### src/rtl/load_store_unit_if.sv
// Memory-side bus between the load/store unit (master) and a single-word memory port (slave).
interface load_store_unit_if;
  logic        bus_req;
  logic        bus_we;
  logic [31:0] bus_addr;
  logic [3:0]  bus_be;
  logic [31:0] bus_wdata;
  logic        bus_ack;
  logic [31:0] bus_rdata;

  modport master (
    output bus_req, bus_we, bus_addr, bus_be, bus_wdata,
    input  bus_ack, bus_rdata
  );

  modport slave (
    input  bus_req, bus_we, bus_addr, bus_be, bus_wdata,
    output bus_ack, bus_rdata
  );
endinterface

### src/rtl/load_store_unit.sv
// RV32I load/store unit: one outstanding word-bus access, lane steering and load extension.
// Optional bus timeout enabled by defining LSU_TIMEOUT_EN.
module load_store_unit #(
  parameter int unsigned TIMEOUT = 16
) (
  input  logic              clk,
  input  logic              reset,
  input  logic              req_valid,
  input  logic              mem_write,
  input  logic [2:0]        funct3,
  input  logic [31:0]       ALUResult,
  input  logic [31:0]       WriteData,
  output logic [31:0]       ReadData,
  output logic              stall,
  output logic              fault,
  output logic [1:0]        fault_code,
  load_store_unit_if.master bus
);

  if (TIMEOUT == 0) begin : g_bad_timeout
    $error("TIMEOUT must be at least 1");
  end

  typedef enum logic [1:0] {StIdle, StBusy, StDone} state_e;

  state_e      state_q, state_d;
  logic        req_q, req_d;
  logic        we_q, we_d;
  logic [31:0] addr_q, addr_d;
  logic [3:0]  be_q, be_d;
  logic [31:0] wdata_q, wdata_d;
  logic [2:0]  f3_q, f3_d;
  logic [1:0]  lane_q, lane_d;
  logic [31:0] rdata_q, rdata_d;
  logic        fault_q, fault_d;
  logic [1:0]  code_q, code_d;

`ifdef LSU_TIMEOUT_EN
  localparam int unsigned CntW = $clog2(TIMEOUT + 1);
  logic [CntW-1:0] cnt_q, cnt_d;
`endif

  logic        illegal, misaligned;
  logic [3:0]  be_sel;
  logic [31:0] wdata_sel;
  logic [7:0]  ld_byte;
  logic [15:0] ld_half;
  logic [31:0] ld_ext;

  // Request decode: funct3[1:0] encodes the access size for both loads and stores.
  always_comb begin
    if (mem_write) illegal = funct3[2] | (funct3[1:0] == 2'b11);
    else           illegal = (funct3[1:0] == 2'b11) | (funct3[2:1] == 2'b11);
    misaligned = ((funct3[1:0] == 2'b01) & ALUResult[0]) |
                 ((funct3[1:0] == 2'b10) & (ALUResult[1:0] != 2'b00));
    unique case (funct3[1:0])
      2'b00: begin
        be_sel    = 4'b0001 << ALUResult[1:0];
        wdata_sel = {4{WriteData[7:0]}};
      end
      2'b01: begin
        be_sel    = ALUResult[1] ? 4'b1100 : 4'b0011;
        wdata_sel = {2{WriteData[15:0]}};
      end
      default: begin
        be_sel    = 4'b1111;
        wdata_sel = WriteData;
      end
    endcase
  end

  always_comb begin
    unique case (lane_q)
      2'd0: ld_byte = bus.bus_rdata[7:0];
      2'd1: ld_byte = bus.bus_rdata[15:8];
      2'd2: ld_byte = bus.bus_rdata[23:16];
      2'd3: ld_byte = bus.bus_rdata[31:24];
    endcase
    ld_half = lane_q[1] ? bus.bus_rdata[31:16] : bus.bus_rdata[15:0];
    case (f3_q)
      3'b000:  ld_ext = {{24{ld_byte[7]}}, ld_byte};
      3'b001:  ld_ext = {{16{ld_half[15]}}, ld_half};
      3'b100:  ld_ext = {24'h0, ld_byte};
      3'b101:  ld_ext = {16'h0, ld_half};
      default: ld_ext = bus.bus_rdata;
    endcase
  end

  always_comb begin
    state_d = state_q;
    req_d   = req_q;
    we_d    = we_q;
    addr_d  = addr_q;
    be_d    = be_q;
    wdata_d = wdata_q;
    f3_d    = f3_q;
    lane_d  = lane_q;
    rdata_d = 32'h0;
    fault_d = 1'b0;
    code_d  = 2'b00;
    stall   = 1'b0;
`ifdef LSU_TIMEOUT_EN
    cnt_d   = cnt_q;
`endif
    unique case (state_q)
      StIdle: begin
        if (req_valid) begin
          if (illegal) begin
            fault_d = 1'b1;
            code_d  = 2'b10;
          end else if (misaligned) begin
            fault_d = 1'b1;
            code_d  = 2'b01;
          end else begin
            stall   = 1'b1;
            state_d = StBusy;
            req_d   = 1'b1;
            we_d    = mem_write;
            addr_d  = {ALUResult[31:2], 2'b00};
            be_d    = be_sel;
            wdata_d = wdata_sel;
            f3_d    = funct3;
            lane_d  = ALUResult[1:0];
`ifdef LSU_TIMEOUT_EN
            cnt_d   = '0;
`endif
          end
        end
      end
      StBusy: begin
        stall = 1'b1;
        // An ack in the terminal-count cycle still completes normally.
        if (bus.bus_ack) begin
          req_d   = 1'b0;
          rdata_d = we_q ? 32'h0 : ld_ext;
          state_d = StDone;
`ifdef LSU_TIMEOUT_EN
        end else if (cnt_q == CntW'(TIMEOUT - 1)) begin
          req_d   = 1'b0;
          fault_d = 1'b1;
          code_d  = 2'b11;
          state_d = StDone;
        end else begin
          cnt_d = cnt_q + 1'b1;
`endif
        end
      end
      StDone:  state_d = StIdle;
      default: state_d = StIdle;
    endcase
    if (!reset) stall = 1'b0;
  end

  always_ff @(posedge clk) begin
    if (!reset) begin
      state_q <= StIdle;
      req_q   <= 1'b0;
      we_q    <= 1'b0;
      addr_q  <= 32'h0;
      be_q    <= 4'h0;
      wdata_q <= 32'h0;
      f3_q    <= 3'b000;
      lane_q  <= 2'b00;
      rdata_q <= 32'h0;
      fault_q <= 1'b0;
      code_q  <= 2'b00;
`ifdef LSU_TIMEOUT_EN
      cnt_q   <= '0;
`endif
    end else begin
      state_q <= state_d;
      req_q   <= req_d;
      we_q    <= we_d;
      addr_q  <= addr_d;
      be_q    <= be_d;
      wdata_q <= wdata_d;
      f3_q    <= f3_d;
      lane_q  <= lane_d;
      rdata_q <= rdata_d;
      fault_q <= fault_d;
      code_q  <= code_d;
`ifdef LSU_TIMEOUT_EN
      cnt_q   <= cnt_d;
`endif
    end
  end

  assign ReadData      = rdata_q;
  assign fault         = fault_q;
  assign fault_code    = code_q;
  assign bus.bus_req   = req_q;
  assign bus.bus_we    = we_q;
  assign bus.bus_addr  = addr_q;
  assign bus.bus_be    = be_q;
  assign bus.bus_wdata = wdata_q;

endmodule

### src/flat_wrapper.sv
// flat-port wrapper written by rule: the top's interface ports become plain ports
module load_store_unit_flat 
#(
  parameter int unsigned TIMEOUT = 16
)
  (clk, reset, req_valid, mem_write, funct3, ALUResult, WriteData, ReadData, stall, fault, fault_code, bus_bus_req, bus_bus_we, bus_bus_addr, bus_bus_be, bus_bus_wdata, bus_bus_ack, bus_bus_rdata);
  load_store_unit_if bus_i ();
  input  logic clk;
  input  logic reset;
  input  logic req_valid;
  input  logic mem_write;
  input  logic [2:0] funct3;
  input  logic [31:0] ALUResult;
  input  logic [31:0] WriteData;
  output logic [31:0] ReadData;
  output logic stall;
  output logic fault;
  output logic [1:0] fault_code;
  output wire logic [$bits(bus_i.bus_req)-1:0] bus_bus_req;
  output wire logic [$bits(bus_i.bus_we)-1:0] bus_bus_we;
  output wire logic [$bits(bus_i.bus_addr)-1:0] bus_bus_addr;
  output wire logic [$bits(bus_i.bus_be)-1:0] bus_bus_be;
  output wire logic [$bits(bus_i.bus_wdata)-1:0] bus_bus_wdata;
  input wire logic [$bits(bus_i.bus_ack)-1:0] bus_bus_ack;
  input wire logic [$bits(bus_i.bus_rdata)-1:0] bus_bus_rdata;
  assign bus_bus_req = bus_i.bus_req;
  assign bus_bus_we = bus_i.bus_we;
  assign bus_bus_addr = bus_i.bus_addr;
  assign bus_bus_be = bus_i.bus_be;
  assign bus_bus_wdata = bus_i.bus_wdata;
  assign bus_i.bus_ack = bus_bus_ack;
  assign bus_i.bus_rdata = bus_bus_rdata;
  load_store_unit #(.TIMEOUT(TIMEOUT)) u_core (.clk(clk), .reset(reset), .req_valid(req_valid), .mem_write(mem_write), .funct3(funct3), .ALUResult(ALUResult), .WriteData(WriteData), .ReadData(ReadData), .stall(stall), .fault(fault), .fault_code(fault_code), .bus(bus_i));
endmodule
### config.mk
export PLATFORM = sky130hd
export DESIGN_NAME = load_store_unit_flat
export DESIGN_NICKNAME = d
export VERILOG_FILES = /design/src/rtl/load_store_unit_if.sv /design/src/rtl/load_store_unit.sv /design/src/flat_wrapper.sv
export SDC_FILE = /design/constraint.sdc
export NUM_CORES = 1
export LEC_CHECK = 0
export CAP_MARGIN = 20
export CORE_MARGIN = 3
export CORE_UTILIZATION = 25
export DETAILED_ROUTE_END_ITERATION = 6
export HOLD_SLACK_MARGIN = 0.03
export MAX_ROUTING_LAYER = met4
export PLACE_DENSITY = 0.59
export SKIP_LAST_GASP = 1
export SYNTH_ARGS = -nofsm -noshare
export SYNTH_HDL_FRONTEND = slang
export SYNTH_SLANG_ARGS = --single-unit
### constraint.sdc
create_clock -name clk -period 1.7 [get_ports clk]
set_input_delay 0.17 -clock clk [delete_from_list [all_inputs] [get_ports clk]]
set_output_delay 0.17 -clock clk [all_outputs]
set_load 0.05 [all_outputs]
==> impl_metrics.yaml <==
layout:
  layout.cells.non_filler: 1017
  fin_nets: 881
  drive_gt1_share_pct: 18.5
  design_area_sq_mm: 0.00760
  layout-area-overhead-vs-synth_pct: 58.3
  multi_input_area_sq_mm: 0.00237
  final.fill_count: 1933
  regArea_sq_mm: 0.00221
grt:
  grt_max_degree: 70
  grt_pass1_wl_um: 23400
  grt_pass1_vias: 4274
  grt_overflow_total: 0
  grt_antenna_before_repair: 1
  globalRouteTotalUtil_pct: 14.9
setup_path:
  end_kind: "primary output"
  critPathKind: "in -> out"
  critical_path_arrival_ps: 1610
  startpoint_type: "input pin"
  cp_data_required_time_ps: 1530
  critPathMaxFanout: 3
timing:
  worstMarginPinSlew_ps: 672
  worst_slew_margin_rel_pct: 55.2
  skew_ps: 13.5
  hold_viol: 0
  slew_viol_final: 0
  post-route-period-util_pct: 105
  post-route-worst-setup-slack_ps: -83.2
  finalCriticalPeriod_ps: 1780
  timing.fmax_mhz: 561
  rsz0062_at_grt: "yes"
  setup_viol: 1
  fin_hold_ws_ps: 106
yosys:
  synth_seq_cells: 110
  avgSynthCellArea_sq_um: 8.44
  ys.flop_type: "dfxtp_1"
  synth_area_sq_mm: 0.00480
  yosysWarnings: 0
  ys_async_sr_fraction_pct: 0
  syn_inst: 569
  synth_cell_types: 46
  synth_edf_count: 0
  synth-seq-area-share_pct: 45.9
routing:
  finalWirelength_um: 15900
  first_pass_iters: 4
  antenna_left: 0
  dr.first_iter.drc_count: 325
  post_drt_wl_per_cell_um: 15.7
  drc: 0
  routed_via_density: 4.64
  dr_total_vias: 4722
pwr:
  powerDensity_mw_per_mm2: 833
  power_uw: 6330
  p_leak_uw: 0.00369
  ir_drop_mv: 0.422
floorplanning:
  rows: 50
  die-area_sq_mm: 0.0209
  start_util_pct: 25.6
  die_w_um: 145
  fp.dieH_um: 145
  core_sq_mm: 0.0188
  io_pins: 210
placed_design:
  pre_cts_slack_ps: -198
  portBuffers: 207
  dpl_cell_area_sq_mm: 0.00722
  place_congestion: 0.825
  hpwl_um: 11900
  place_inst: 997
run_status:
  violations: "setup timing"
  status: "finished, violations left"
clocking:
  h-tree-depth: 3
  cts.sinks: 110
  clkLatencyLatePin_ps: 360
  cts_root_buffer: "clkbuf_16"
  clockBufferDepth: 2
  ctsHoldBuffers: 0
  numCtsBuffers: 9
  clk_pin_slew_ps: 80
  cts_tree: "done"
worst_hold_path:
  hp-class: "in -> reg"
run:
  maxCapViolations: 0
-- critical path: stages --
cell and delay, ps:
clkdlybuf4s50_1 510, a221oi_4 300, o21a_2 200, nor2_2 60, nor3b_4 200, buf_12 160
-- cell families after synthesis --
logic type / share of synthesized area [%]
xor gates and xnor gates: 0.182
AOI/OAI and AO/OA: 17.7
DFF: 45.9
buffers and inverters: 5.89
and+or+nand+nor: 23.5
muxes: 6.83
other: 0.0781
-- flip-flops by register name (all words and copies together), names as in the netlist --
| name | count |
|---|---|
| u_core.ReadData | 32 |
| u_core.bus.bus_wdata | 32 |
| u_core.bus.bus_addr | 30 |
| u_core.bus.bus_be | 4 |
| u_core.f3_q | 3 |
| u_core.fault_code | 2 |
| u_core.lane_q | 2 |
| u_core.state_q | 2 |
| u_core.bus.bus_req | 1 |
| u_core.bus.bus_we | 1 |
| u_core.fault | 1 |
-- power by group --
part	total [uW]	switching, uW	internal [uW]
registers	2740	59.7	2680
logic	1430	843	588
clock network	2160	1110	1050
-- cell usage in the layout, fill, tap and decap left out, types with 2 or more instances in the layout --
cell type,Yosys,routed
dfxtp_4,0,2
nor3b_4,0,2
inv_8,0,3
o21ai_1,18,18
dlymetal6s2s_1,0,23
buf_12,0,6
conb_1,1,2
and3_1,4,4
mux2i_1,17,17
a21oi_2,10,10
nor2_1,8,7
a221o_1,2,2
buf_4,7,82
mux2_2,12,12
o221a_2,3,3
inv_6,0,2
o21ai_0,28,28
nand2_1,103,103
nand2b_1,2,2
clkdlybuf4s50_1,0,120
a21oi_1,30,30
o211a_1,18,18
dlygate4sd2_1,0,19
or3_1,2,2
a31oi_1,3,3
nor4b_1,2,2
nor3_1,7,7
clkbuf_16,0,9
nand3_1,104,104
inv_1,6,6
nor2b_1,3,3
dfxtp_1,110,107
-- metal layers --
layer / vias to the layer above / wire length, um / GRT usage (%)
li1: 2410 / - / -
met1: 2120 / 7250 / 19.6
met2: 171 / 7350 / 22.6
met3: 21 / 971 / 3.08
met4: 0 / 359 / 5.50
met5: - / 0 / -
-- worst paths after layout --
check | depth (start not counted) | startpoint | slack (ps) | end
setup reg to reg | 5 | u_core.lane_q[1] | 80 | u_core.ReadData[15]
hold reg to reg | 2 | u_core.bus.bus_addr[15] | 450 | u_core.bus.bus_addr[15]
setup / recovery | 6 | ALUResult[0] | -80 | stall
hold / removal | 2 | reset | 110 | u_core.state_q[0]
-- repair_timing --
item | 4_1_cts | 5_1_grt
gates resized for setup | 25 | 24
pin swaps | 2 | 0
buffers inserted | 3 | 0
setup endpoints to repair | 18 | 41
-- stage by stage --
step,TNS [ps],util [%]
finish,-83.2,40.5
global placement,-11980,38.5
detailed placement,-13470,38.5
global route,-168,40.5
floorplan,0,-
CTS,-99.7,40.2
-- cell usage after synthesis, drive strengths merged, types with 4 or more instances --
master	number	area, sq um
dfxtp	110	2200
nand3	104	521
nand2	103	387
o21ai	47	239
a21oi	40	238
clkbuf	32	121
buf	23	139
o211a	18	180
mux2i	17	170
mux2	12	135
nor2	8	30.0
nor3	7	35.0
inv	6	22.5
and3	4	25.0
nor3b	4	35.0
-- area by class of cell --
cell class | instances | area share (%)
Timing Repair Buffer | 251 | 31.5
Multi-Input combinational cell | 399 | 31.2
Sequential cell | 110 | 29.1
Tap cell | 234 | 3.85
Clock buffer | 9 | 2.96
Clock inverter | 7 | 0.988
Inverter | 6 | 0.296
Antenna cell | 1 | 0.0329
No activity file was read; power rests on OpenSTA's default activity.
